$ cat config.mk
export PLATFORM = sky130hd
export DESIGN_NAME = seq_det_ctrl
export DESIGN_NICKNAME = d
export VERILOG_FILES = /design/src/rtl/seq_det_pkg.sv /design/src/rtl/seq_match_core.sv /design/src/rtl/seq_det_ctrl.sv
export SDC_FILE = /design/constraint.sdc
export NUM_CORES = 1
export LEC_CHECK = 0
export CORE_AREA = 2 2 85 63
export CTS_CLUSTER_SIZE = 14
export DETAILED_ROUTE_END_ITERATION = 6
export DIE_AREA = 0 0 87 65
export PLACE_DENSITY_LB_ADDON = 0.12
export REMOVE_ABC_BUFFERS = 1
export SLEW_MARGIN = 30
export SYNTH_ARGS = -nofsm -noshare
export SYNTH_HDL_FRONTEND = slang
export SYNTH_HIERARCHICAL = 1
export SYNTH_SLANG_ARGS = --single-unit
$ cat constraint.sdc
create_clock -name clk -period 3.6 [get_ports clk]
set_input_delay 1.08 -clock clk [delete_from_list [all_inputs] [get_ports clk]]
set_output_delay 1.08 -clock clk [all_outputs]
set_load 0.05 [all_outputs]
$ cat src/rtl/seq_det_pkg.sv
// Shared types and default sizes for the serial sequence detector.
package seq_det_pkg;

  localparam int PAT_W_DEF = 8;
  localparam int CNT_W_DEF = 16;
  localparam int LEN_W     = 4;

  typedef enum logic {
    IDLE = 1'b0,
    RUN  = 1'b1
  } state_t;

endpackage

$ cat src/rtl/seq_match_core.sv
// Shift history, fill counter and masked pattern compare for the sequence detector.
module seq_match_core
  import seq_det_pkg::*;
#(
  parameter int PAT_W = PAT_W_DEF
) (
  input  logic             clk,
  input  logic             rst,
  input  logic             shift,
  input  logic             clear,
  input  logic             x,
  input  logic [PAT_W-1:0] pattern,
  input  logic [LEN_W-1:0] len,
  input  logic             overlap,
  output logic             match
);

  localparam int FILL_W = $clog2(PAT_W + 1);

  logic [PAT_W-1:0]  history;
  logic [PAT_W-1:0]  history_nxt;
  logic [PAT_W-1:0]  mask;
  logic [FILL_W-1:0] fill;
  logic [FILL_W-1:0] fill_shift;

  // match reflects the state the history would have after shifting x in
  always_comb begin
    history_nxt = (history << 1) | PAT_W'(x);
    fill_shift  = (fill == FILL_W'(PAT_W)) ? fill : fill + 1'b1;
    mask        = '0;
    for (int i = 0; i < PAT_W; i++) begin
      mask[i] = (i < int'(len));
    end
    match = (int'(fill_shift) >= int'(len)) &&
            ((history_nxt & mask) == (pattern & mask));
  end

  always_ff @(posedge clk or posedge rst) begin
    if (rst) begin
      history <= '0;
      fill    <= '0;
    end else if (clear) begin
      history <= '0;
      fill    <= '0;
    end else if (shift) begin
      history <= history_nxt;
      fill    <= (match && !overlap) ? '0 : fill_shift;
    end
  end

endmodule

$ cat src/rtl/seq_det_ctrl.sv
// Sequence detector controller: config handshake, IDLE/RUN FSM, match counter, sticky error.
module seq_det_ctrl
  import seq_det_pkg::*;
#(
  parameter int PAT_W = PAT_W_DEF,
  parameter int CNT_W = CNT_W_DEF
) (
  input  logic             clk,
  input  logic             rst,
  input  logic             cfg_valid,
  output logic             cfg_ready,
  input  logic [PAT_W-1:0] cfg_pattern,
  input  logic [LEN_W-1:0] cfg_len,
  input  logic             cfg_overlap,
  input  logic             start,
  input  logic             stop,
  input  logic             x,
  input  logic             x_valid,
  output logic             y,
  output logic             busy,
  output logic [CNT_W-1:0] match_count,
  output logic             err
);

  state_t           state;
  state_t           state_nxt;
  logic             configured;
  logic [PAT_W-1:0] pattern;
  logic [LEN_W-1:0] len;
  logic             overlap;
  logic             cfg_take;
  logic             cfg_legal;
  logic             start_go;
  logic             start_bad;
  logic             shift;
  logic             match;

  assign cfg_ready = (state == IDLE);
  assign busy      = (state == RUN);
  assign cfg_legal = (cfg_len != '0) && (int'(cfg_len) <= PAT_W);

  // stop outranks start in IDLE, and a bit arriving with stop in RUN is dropped
  always_comb begin
    state_nxt = state;
    cfg_take  = 1'b0;
    start_go  = 1'b0;
    start_bad = 1'b0;
    shift     = 1'b0;
    case (state)
      IDLE: begin
        cfg_take = cfg_valid;
        if (start && !stop) begin
          if (configured) begin
            start_go  = 1'b1;
            state_nxt = RUN;
          end else begin
            start_bad = 1'b1;
          end
        end
      end
      RUN: begin
        if (stop) begin
          state_nxt = IDLE;
        end else begin
          shift = x_valid;
        end
      end
      default: state_nxt = IDLE;
    endcase
  end

  always_ff @(posedge clk or posedge rst) begin
    if (rst) begin
      state <= IDLE;
    end else begin
      state <= state_nxt;
    end
  end

  always_ff @(posedge clk or posedge rst) begin
    if (rst) begin
      configured  <= 1'b0;
      pattern     <= '0;
      len         <= '0;
      overlap     <= 1'b0;
      err         <= 1'b0;
      match_count <= '0;
      y           <= 1'b0;
    end else begin
      if (cfg_take && cfg_legal) begin
        configured <= 1'b1;
        pattern    <= cfg_pattern;
        len        <= cfg_len;
        overlap    <= cfg_overlap;
      end
      if ((cfg_take && !cfg_legal) || start_bad) begin
        err <= 1'b1;
      end
      if (start_go) begin
        match_count <= '0;
      end else if (shift && match && (match_count != '1)) begin
        match_count <= match_count + 1'b1;
      end
      y <= shift && match;
    end
  end

  seq_match_core #(
    .PAT_W(PAT_W)
  ) u_core (
    .clk    (clk),
    .rst    (rst),
    .shift  (shift),
    .clear  (start_go),
    .x      (x),
    .pattern(pattern),
    .len    (len),
    .overlap(overlap),
    .match  (match)
  );

endmodule

== Yosys cells after proc, flatten, opt, wreduce, memory -nomap -nowiden ==
Cells that the tools add are included.

* Flip-flop bits (word level): 44
* Output and inout bits: 20
* Word-level logic and storage cells: 63

* Add/sub/neg operators: 2
* $lt $le $gt $ge: 10
* Equal/unequal tests: 3
* Multiplexer cells: 19
* Bitwise logic cells: 4
* Reduce and logical (&&, ||, !) cells: 15

{| class="wikitable"
|+ Operators with widths
! operator !! number
|-
| $mux 16 || 2
|-
| $add 16x1->16 const B || 1
|-
| $and 8x8->8 || 2
|-
| $lt 3x4->1 const A || 4
|-
| $mux 4 || 4
|-
| $ne 16x16->1 const B || 1
|-
| $mux 7 || 2
|-
| $mux 1 || 10
|-
| $eq 8x8->1 || 1
|-
| $logic_and 1x1->1 || 8
|-
| $lt 1x4->1 const A || 2
|-
| $lt 2x4->1 const A || 2
|-
| $or 8x1->8 || 1
|-
| $add 4x1->4 const B || 1
|-
| $eq 4x4->1 const B || 1
|-
| $ge 4x4->1 || 1
|-
| $le 4x4->1 const B || 1
|-
| $reduce_bool 2->1 || 2
|-
| $reduce_bool 4->1 || 1
|-
| $logic_not 1->1 || 3
|-
| $pmux 1 s2 || 1
|-
| $logic_or 1x1->1 || 1
|-
| $not 1->1 || 1
|}

== Depth between registers and ports, before layout ==
Gate-level depths: netlist (run 1).

* Depth in word-level cells: 8
* Depth in mapped cells: 14
* Mapped depth without buffers: 14

== Hierarchy ==
Netlist (run 1), hierarchy kept.

{| class="wikitable"
|+ Modules (own cells, without submodules)
! module !! instances !! cells each !! area an instance (um2) !! sequential area each (um2)
|-
| seq_det_ctrl || 1 || 145 || 1627.8 || 825.8
|-
| seq_match_core || 1 || 91 || 835.8 || 275.3
|}

== Least setup slack after synthesis (run 1) ==
Ideal clock, no wire load.

* Path type: input -> register
* Start point: input port x
* End point: register match_count[10]
* Setup time: 79 ps
* Arrival time: 2803 ps
* Path slack: 718 ps
* Cell stages on the path: 8
* Path through: xnor2_1 -> o22ai_1 -> nor3_1 -> o221a_4 -> nand4b_4 -> or3_4 -> or4_1 -> a21oi_1

* Cells in the longest elaborated chain, start to end: 7

{| class="wikitable"
|+ Ends and longest elaborated chain
! element !! RTL line !! text
|-
| start: declaration || seq_det_ctrl.sv:17 || <nowiki>input logic x,</nowiki>
|-
| $or 8x1->8 || seq_match_core.sv:28 || <nowiki>history_nxt = (history << 1) | PAT_W'(x);</nowiki>
|-
| $and 8x8->8 || seq_match_core.sv:35 || <nowiki>((history_nxt & mask) == (pattern & mask));</nowiki>
|-
| $eq 8x8->1 || seq_match_core.sv:35 ||
|-
| $logic_and 1x1->1 || seq_match_core.sv:34 || <nowiki>match = (int'(fill_shift) >= int'(len)) &&</nowiki>
|-
| net match || seq_det_ctrl.sv:36 || <nowiki>logic match;</nowiki>
|-
| $logic_and 1x1->1 (2 in a row) || seq_det_ctrl.sv:101 || <nowiki>end else if (shift && match && (match_count != '1)) begin</nowiki>
|-
| $reduce_bool 2->1 (no source line) || - ||
|-
| end signal: assignment || seq_det_ctrl.sv:102 || <nowiki>match_count <= match_count + 1'b1;</nowiki>
|-
| end: declaration || seq_det_ctrl.sv:21 || <nowiki>output logic [CNT_W-1:0] match_count,</nowiki>
|}

The timed path passes the listed nets, and every way through them passes these cells.
A chain may end at the register's enable or synchronous reset.

== Worst setup path after layout (run 1) ==
Same ends and word-level chain as after synthesis.

==> results of run 1 <==
state kept, by name (all words and copies together), names as in the netlist:
signal	count
u_core/history	7
y	1
match_count	16
err	1
pattern	8
u_core/fill	4
busy	1
configured	1
overlap	1
len	4
through the flow:
step | worst slack (ns) | area (µm²) | utilization
3_3_place_gp | 0.210 | 2970 | 0.603
4_1_cts | 0.481 | 3060 | 0.620
2_1_floorplan | 0.593 | 2440 | -
5_1_grt | 0.276 | 3060 | 0.620
6_report | 0.463 | 3060 | 0.620
3_5_place_dp | 0.155 | 2970 | 0.603
final cells by class:
class / instances / area [µm²]
clock buffer: 5 / 68.8
clock inverter: 3 / 18.8
fill: 423 / 1870
inverter: 16 / 60.1
multi-input combinational: 171 / 1280
sequential: 44 / 1100
tap: 60 / 75.1
timing repair buffer: 47 / 450
where the power goes:
part	internal [mW]	total [mW]	switching (mW)
registers	0.541	0.598	0.0576
clock network	0.135	0.315	0.180
logic	0.123	0.244	0.122
worst max path at each step:
stage	slack [ns]	end	start
after floorplan	0.59	u_core/fill[2]$_DFFE_PP0P_	busy$_DFF_PP0_
after global placement	0.21	match_count[10]$_DFFE_PP0P_	x
after detailed placement	0.15	match_count[10]$_DFFE_PP0P_	x
after CTS	0.48	match_count[10]$_DFFE_PP0P_	x
after global routing	0.28	match_count[9]$_DFFE_PP0P_	u_core/fill[0]$_DFFE_PP0P_
final	0.46	match_count[10]$_DFFE_PP0P_	x
logic make-up (layout without fill, tap and decap cells):
kind of cell               Yosys count  in the layout  synth area share
AOI/OAI and AO/OA                   45             45             0.125
xor gates and xnor gates            11             11            0.0391
adders and majority gates            7              7            0.0355
buffers and inverters               21             71            0.0345
DFF                                 44             44             0.447
muxes                               22             22            0.0955
and+or+nand+nor                     86             86             0.223
Yosys cell counts, types with 2 or more instances:
cell / number / share of area
sky130_fd_sc_hd__and3_1: 4 / 0.010
sky130_fd_sc_hd__mux2_1: 9 / 0.041
sky130_fd_sc_hd__o21ai_0: 6 / 0.012
sky130_fd_sc_hd__a21oi_1: 13 / 0.026
sky130_fd_sc_hd__nand2_1: 17 / 0.026
sky130_fd_sc_hd__or3_1: 2 / 0.0051
sky130_fd_sc_hd__o32ai_2: 2 / 0.013
sky130_fd_sc_hd__or2_1: 2 / 0.0051
sky130_fd_sc_hd__o21ai_1: 4 / 0.0081
sky130_fd_sc_hd__o211ai_1: 4 / 0.012
sky130_fd_sc_hd__clkbuf_1: 2 / 0.0030
sky130_fd_sc_hd__buf_2: 2 / 0.0041
sky130_fd_sc_hd__a31oi_1: 4 / 0.010
sky130_fd_sc_hd__nand2b_1: 4 / 0.010
sky130_fd_sc_hd__nand4_1: 5 / 0.013
sky130_fd_sc_hd__o31ai_1: 4 / 0.012
sky130_fd_sc_hd__nor2_1: 17 / 0.026
sky130_fd_sc_hd__nand3_1: 5 / 0.010
sky130_fd_sc_hd__xnor2_1: 10 / 0.036
sky130_fd_sc_hd__nor4_1: 2 / 0.0051
sky130_fd_sc_hd__dfrtp_1: 44 / 0.45
sky130_fd_sc_hd__ha_1: 7 / 0.036
sky130_fd_sc_hd__nor3_1: 8 / 0.016
sky130_fd_sc_hd__mux2i_1: 10 / 0.041
sky130_fd_sc_hd__inv_1: 15 / 0.023
sky130_fd_sc_hd__nand3b_1: 2 / 0.0061
sky130_fd_sc_hd__mux2_2: 3 / 0.014
sky130_fd_sc_hd__or4_1: 4 / 0.012
sky130_fd_sc_hd__o22ai_1: 3 / 0.0076
per-layer routing:
metal  global-route usage  up-vias
met5                    0        -
met4               0.0762        0
met3               0.0369        7
met2                0.295       63
met1                0.330      928
li1                     -      962
==> Flow_metrics.wiki, run 1 <==
{| class="wikitable"
! Metric !! Value
|-
| Type of element launching the critical path || input pin
|-
| Destination of the worst register-to-register timing path || match_count[10]$_DFFE_PP0P_
|-
| Overflow left after global routing || 0
|-
| Leakage power total || 1.31 nW
|-
| Post-layout nets || 312
|-
| Reg-to-Reg Start || u_core/fill[0]$_DFFE_PP0P_
|-
| Count of pins over their slew limit || 0
|-
| Type of the worst setup path || input pin to flip-flop
|-
| TritonCTS clock tree || yes
|-
| IO Pins || 40
|-
| # clock sinks || 44
|-
| Critical path peak fanout || 6
|-
| Critical path's top delay family || simple AND/OR/NAND/NOR gates
|-
| Number of DRC violations after detailed-routing iteration 0 || 156
|-
| Critical Path Sink Type || flip-flop
|-
| Quantity of gates resized following cts || 0
|-
| Routed wire length on met2 || 2220 µm
|-
| Clock slew at the register clock pins of the worst setup and hold paths || 0.09 ns
|-
| Hold WC Path Type || flip-flop to flip-flop
|-
| Maximum number of buffers from clock root to sink || 2
|-
| Routed Antenna Nets || 0
|-
| Min-Delay Startpoint || err$_DFFE_PP0P_
|-
| Number of global-route vias before repair || 1,892
|-
| Estimated wirelength of the detail-placed design || 3950 µm
|-
| Maximum level of the CTS H-tree || 2
|-
| Clock insertion delay at the later pin of the skew report || 0.30 ns
|-
| Die W || 87 µm
|-
| Max_slew headroom || 0.383
|-
| FF-to-FF setup slack || 0.61 ns
|-
| Share of post-route cells with drive strength above 1 || 0.126
|-
| Clock root buffer || sky130_fd_sc_hd__clkbuf_8
|-
| # diodes || 0
|-
| Met1 Routed Length || 2810 µm
|-
| Clock Skews || between 0.007 and 0.008 ns
|-
| # setup viols final || 0
|-
| Distinct cell type count of the synthesized netlist || 51
|-
| Placer's final routability congestion estimate || about 0.87
|-
| Synthesized netlist cell count || around 240
|-
| Mean number of vias per cell || 5.66
|-
| Area of the core || 4930 µm²
|-
| Most common cell after layout, fill and taps aside || sky130_fd_sc_hd__dfrtp_1
|-
| Worst Hold Margin || roughly 0.5 ns
|-
| Count of buffer and inverter cells on the critical path || 1
|-
| Share of async-settable or async-resettable flops after synthesis || 1.00
|-
| Hold depth || 1
|-
| Row Count || 22
|-
| Flop and latch count out of synthesis || 44
|-
| Avg Synthesized Cell Area || about 10 µm²
|-
| Tightest Pin Transition || 0.918 ns
|-
| Total clock buffers created by CTS || 5
|-
| Cells along the critical path || clkdlybuf4s50_1 > xnor2_1 > o22ai_1 > nor3_1 > o221a_4 > nand4b_4 > or3_4 > or4_1 > a21oi_1
|-
| Post-layout power || about 1.2 mW
|-
| RSZ-0062 raised after global routing || false
|-
| Initial core utilization || 0.500
|-
| Required @ worst endpoint || 3.83 ns
|-
| Remaining DRCs || 0
|-
| Count of placed standard cells in the final layout, fillers left out || 346
|-
| Post-synthesis cell area || 2460 µm²
|-
| Synth-to-layout area growth || 24.1%
|-
| Total track usage || 0.213
|-
| Hold violation total from the final report || 0
|-
| Crit path time final || between 3 and 4 ns
|-
| Total Negative Setup Slacks || 0 ns
|-
| Count of flip-flops with a built-in enable after synthesis || 0
|-
| Number of antenna violations at the first check in global routing || 0
|-
| Highest clock frequency the design can meet || 319 MHz
|-
| Arr. time, crit path || 3.37 ns
|-
| Total die area || between 5000 and 6000 µm²
|-
| Pwr/cell area || 379 nW/µm²
|-
| Ys flop type || sky130_fd_sc_hd__dfrtp_1
|-
| Die height || roughly 65 µm
|-
| Length of routed met3 wiring || about 250 µm
|-
| Total number of yosys warnings || 6
|-
| Slowest cell on the critical path || sky130_fd_sc_hd__clkdlybuf4s50_1
|-
| Maximum number of pins on one net before global-route repair || 34
|-
| Post-CTS setup buffers || 0
|-
| Commonest cells after routing, fill and taps aside || 44 x sky130_fd_sc_hd__dfrtp_1, 39 x sky130_fd_sc_hd__clkdlybuf4s50_1, 17 x sky130_fd_sc_hd__nand2_1, 17 x sky130_fd_sc_hd__nor2_1, 15 x sky130_fd_sc_hd__inv_1
|-
| Top metal layer carrying routed signals || met4
|-
| Cell Count Post-Placement || around 340
|-
| IR drop worst, VDD || between 0.15 and 0.2 mV
|-
| Delay contributed by the slowest stage of the critical path || between 0.4 and 0.5 ns
|-
| Count of input and output buffers || 39
|-
| Max-cap violations || 0
|-
| Length in cells of the worst reg-to-reg path || 12
|-
| Vias post-DR || 1,960
|-
| Stages on the worst setup path || 9
|-
| Tcrit/Tclk final || 0.871
|-
| First-pass GRT wire length || 9220 µm
|-
| Fraction of the yosys area taken by sequential cells || 0.447
|-
| Total of hold buffers inserted after clock tree synthesis || 0
|-
| Run status || complete, no violations
|-
| Sum of routed wire length over all layers || 5350 µm
|-
| WL per Instance || about 15 µm
|-
| First drt pass iteration count || 4
|-
| Hold Path End || err$_DFFE_PP0P_
|}
Power figures use the tool's default switching activity.
==> inputs of run 2 (changes only) <==
--- a/config.mk
+++ b/config.mk
@@ -5,10 +5,10 @@
 export SDC_FILE = /design/constraint.sdc
 export NUM_CORES = 1
 export LEC_CHECK = 0
-export CORE_AREA = 2 2 85 63
+export CORE_AREA = 2 2 82 65
 export CTS_CLUSTER_SIZE = 14
 export DETAILED_ROUTE_END_ITERATION = 6
-export DIE_AREA = 0 0 87 65
+export DIE_AREA = 0 0 84 67
 export PLACE_DENSITY_LB_ADDON = 0.12
 export REMOVE_ABC_BUFFERS = 1
 export SLEW_MARGIN = 30
==> run 2 against run 1 <==
Against the previous run:
- global-route usage is 0.88 points lower
- fmax is 0.86% lower
- sequential share of layout area is 0.36 points lower
- highest routed layer unchanged
- critical endpoint is now match_count[9]$_DFFE_PP0P_
- total power is 6.2% higher
==> Flow_metrics.wiki, run 2 (synthesis gave the netlist of run 1 again) <==
{| class="wikitable"
! Metric !! Value
|-
| Run status || complete, no violations
|-
| Tcrit/Tclk final || 0.879 (+0.00755)
|-
| Overflow left after global routing || 0 (unchanged)
|-
| Total clock buffers created by CTS || 5 (unchanged)
|-
| Clock Skews || 0.00874 ns (+0.00158 ns)
|-
| First drt pass iteration count || 4 (unchanged)
|-
| Leakage power total || 1.32 nW (+0.59%)
|-
| Share of post-route cells with drive strength above 1 || 0.126 (unchanged)
|-
| Clock root buffer || sky130_fd_sc_hd__clkbuf_8
|-
| Clock slew at the register clock pins of the worst setup and hold paths || 0.09 ns (about the same)
|-
| RSZ-0062 raised after global routing || false
|-
| Commonest cells after routing, fill and taps aside || 44 x sky130_fd_sc_hd__dfrtp_1, 39 x sky130_fd_sc_hd__clkdlybuf4s50_1, 17 x sky130_fd_sc_hd__nand2_1, 17 x sky130_fd_sc_hd__nor2_1, 15 x sky130_fd_sc_hd__inv_1
|-
| Required @ worst endpoint || 3.83 ns (about the same)
|-
| Destination of the worst register-to-register timing path || match_count[9]$_DFFE_PP0P_
|-
| Synth-to-layout area growth || 25.3%
|-
| Setup slack after placement || 0.182 ns (+0.0268 ns)
|-
| Cells along the critical path || clkdlybuf4s50_1 > xnor2_1 > o22ai_1 > nor3_1 > o221a_4 > nand4b_4 > inv_1 > nand2_1 > or4_1 > a21oi_1
|-
| Destination of the critical timing path || match_count[9]$_DFFE_PP0P_
|-
| Die height || 67 µm (+3.1%)
|-
| Number of DRC violations after detailed-routing iteration 0 || 86 (-45%)
|-
| Clock share of power || 0.317 (+0.045)
|-
| Hold WC Path Type || flip-flop to flip-flop
|-
| Combinational Power Share || 0.197 (-0.014)
|-
| # clock sinks || 44 (unchanged)
|-
| # setup viols final || 0 (unchanged)
|-
| Number of global-route vias before repair || 1,822 (-3.7%)
|-
| Quantity of gates resized following cts || 0 (unchanged)
|-
| Initial core utilization || 0.517 (+0.0173)
|-
| Count of input and output buffers || 39 (unchanged)
|-
| Area of the core || 4760 µm² (-3.4%)
|-
| Critical Path Sink Type || flip-flop
|-
| Critical path peak fanout || 7 (+1)
|-
| First-pass GRT wire length || 8960 µm (-2.8%)
|-
| Worst Setup SP || x
|-
| Maximum level of the CTS H-tree || 2 (unchanged)
|-
| Type of the worst setup path || input pin to flip-flop
|-
| FF-to-FF setup slack || 0.58 ns (-0.03 ns)
|-
| Clock insertion delay at the later pin of the skew report || 0.30 ns (about the same)
|-
| Post-CTS setup buffers || 0 (unchanged)
|-
| Type of element launching the critical path || input pin
|-
| Sum of routed wire length over all layers || 5330 µm (-0.45%)
|-
| Hold depth || 1 (unchanged)
|-
| Vias post-DR || 1,954 (-0.31%)
|-
| Total die area || 5630 µm² (-0.48%)
|-
| Total of hold buffers inserted after clock tree synthesis || 0 (unchanged)
|-
| Post-layout nets || 312 (unchanged)
|-
| Highest clock frequency the design can meet || 316 MHz (-0.86%)
|-
| Tightest Pin Transition || 0.643 ns (-0.275 ns)
|-
| # diodes || 0 (unchanged)
|-
| Pwr/cell area || 398 nW/µm² (+5.1%)
|-
| Length in cells of the worst reg-to-reg path || 13 (+1)
|-
| Estimated wirelength of the detail-placed design || 3930 µm (-0.46%)
|-
| Placer's final routability congestion estimate || 0.817 (-5.6%)
|-
| Top register by number of flip-flops || match_count
|-
| Arr. time, crit path || 3.40 ns (+0.03 ns)
|-
| Maximum number of pins on one net before global-route repair || 34 (unchanged)
|-
| Mean number of vias per cell || 5.65 (-0.31%)
|-
| Total track usage || 0.204 (-0.00882)
|-
| Row Count || 22 (unchanged)
|-
| IO Pins || 40 (unchanged)
|-
| Most common cell after layout, fill and taps aside || sky130_fd_sc_hd__dfrtp_1
|-
| Routed Antenna Nets || 0 (unchanged)
|-
| Remaining DRCs || 0 (unchanged)
|-
| Hold violation total from the final report || 0 (unchanged)
|-
| Max_slew headroom || 0.570 (+0.186)
|-
| Sequential share of power || 0.486 (-0.031)
|-
| Reg-to-Reg Start || u_core/fill[0]$_DFFE_PP0P_
|-
| Slowest cell on the critical path || sky130_fd_sc_hd__or4_1
|-
| Net switching fraction of the power || 0.291 (-0.0188)
|-
| Die W || 84 µm (-3.4%)
|-
| Area of placed instances || 2960 µm² (-0.25%)
|-
| Delay contributed by the slowest stage of the critical path || 0.50 ns (about the same)
|-
| Power Internal || 0.871 mW (+9.1%)
|-
| TritonCTS clock tree || yes
|-
| Crit path time final || 3.16 ns (+0.0272 ns)
|-
| Max-cap violations || 0 (unchanged)
|-
| Total Negative Setup Slacks || 0 ns (unchanged)
|-
| Sw Pwr || 0.358 mW (-0.23%)
|-
| Number of antenna violations at the first check in global routing || 0 (unchanged)
|-
| Registers with the most flip-flops || match_count x16, pattern x8, u_core/history x7
|-
| Area of all placed cells without fillers || 3090 µm² (+1.0%)
|-
| Worst-case setup margin in the final layout || 0.436 ns (-0.0272 ns)
|-
| Flip-flop count of the largest register after layout || 16 (unchanged)
|-
| IR drop worst, VDD || 0.280 mV (+51%)
|-
| Count of pins over their slew limit || 0 (unchanged)
|-
| Maximum number of buffers from clock root to sink || 2 (unchanged)
|-
| WL per Instance || 15.4 µm (-0.45%)
|}
## run 2: cell types whose count changed in the layout (fill, tap and decap cells not counted)
cell,previous run,this run
sky130_fd_sc_hd__bufinv_16,0,1
sky130_fd_sc_hd__buf_6,0,1
sky130_fd_sc_hd__clkinvlp_4,0,1
sky130_fd_sc_hd__inv_6,0,1
sky130_fd_sc_hd__clkinv_2,2,0
sky130_fd_sc_hd__buf_4,8,7
sky130_fd_sc_hd__clkinv_4,1,0
## run 2: power groups by stage
stage               Clock (mW)  Sequential [mW]  Combinational (mW)
finish                   0.390            0.597               0.243
global route             0.417            0.605               0.277
detailed placement           0            0.606               0.243
global placement             0            0.606               0.237
CTS                      0.398            0.597               0.245
floorplan                    0            0.594               0.172
## run 2: area by class of cell
| cell class | count | area [µm²] |
|---|---|---|
| multi-input combinational | 171 | 1280 |
| timing repair buffer | 47 | 454 |
| sequential | 44 | 1100 |
| clock inverter | 3 | 46.3 |
| inverter | 16 | 60.1 |
| tap | 60 | 75.1 |
| clock buffer | 5 | 68.8 |
| fill | 396 | 1670 |
## run 2: worst min path at each step
stage	slack (ns)	endpoint	from
6_report	0.50	err$_DFFE_PP0P_	err$_DFFE_PP0P_
4_1_cts	0.50	err$_DFFE_PP0P_	err$_DFFE_PP0P_
5_1_grt	0.52	err$_DFFE_PP0P_	err$_DFFE_PP0P_
2_1_floorplan	0.48	pattern[0]$_DFFE_PP0P_	pattern[0]$_DFFE_PP0P_
3_5_place_dp	0.48	err$_DFFE_PP0P_	err$_DFFE_PP0P_
3_3_place_gp	0.48	err$_DFFE_PP0P_	err$_DFFE_PP0P_
## run 2: worst max-delay path, delay by kind of cell
family | cells | cell delay [ns]
simple gates | 4 | 0.95
buf+inv | 2 | 0.72
compound gates | 3 | 0.51
xor+xnor | 1 | 0.13
## run 2: per-layer routing
metal	vias to the layer above	GRT usage	wire, µm
li1	966	-	-
met1	936	0.311	2850
met2	47	0.296	2190
met3	5	0.0409	243
met4	0	0.0504	40
met5	-	0	0
## run 2: through the flow
| stage | hold WS (ns) | util | power (mW) | std cells |
|---|---|---|---|---|
| floorplan | 0.480 | - | 0.766 | 231 |
| global placement | 0.476 | 0.622 | 0.843 | 337 |
| detailed placement | 0.477 | 0.622 | 0.850 | 337 |
| CTS | 0.504 | 0.646 | 1.24 | 345 |
| global route | 0.516 | 0.648 | 1.30 | 346 |
| finish | 0.503 | 0.648 | 1.23 | 346 |
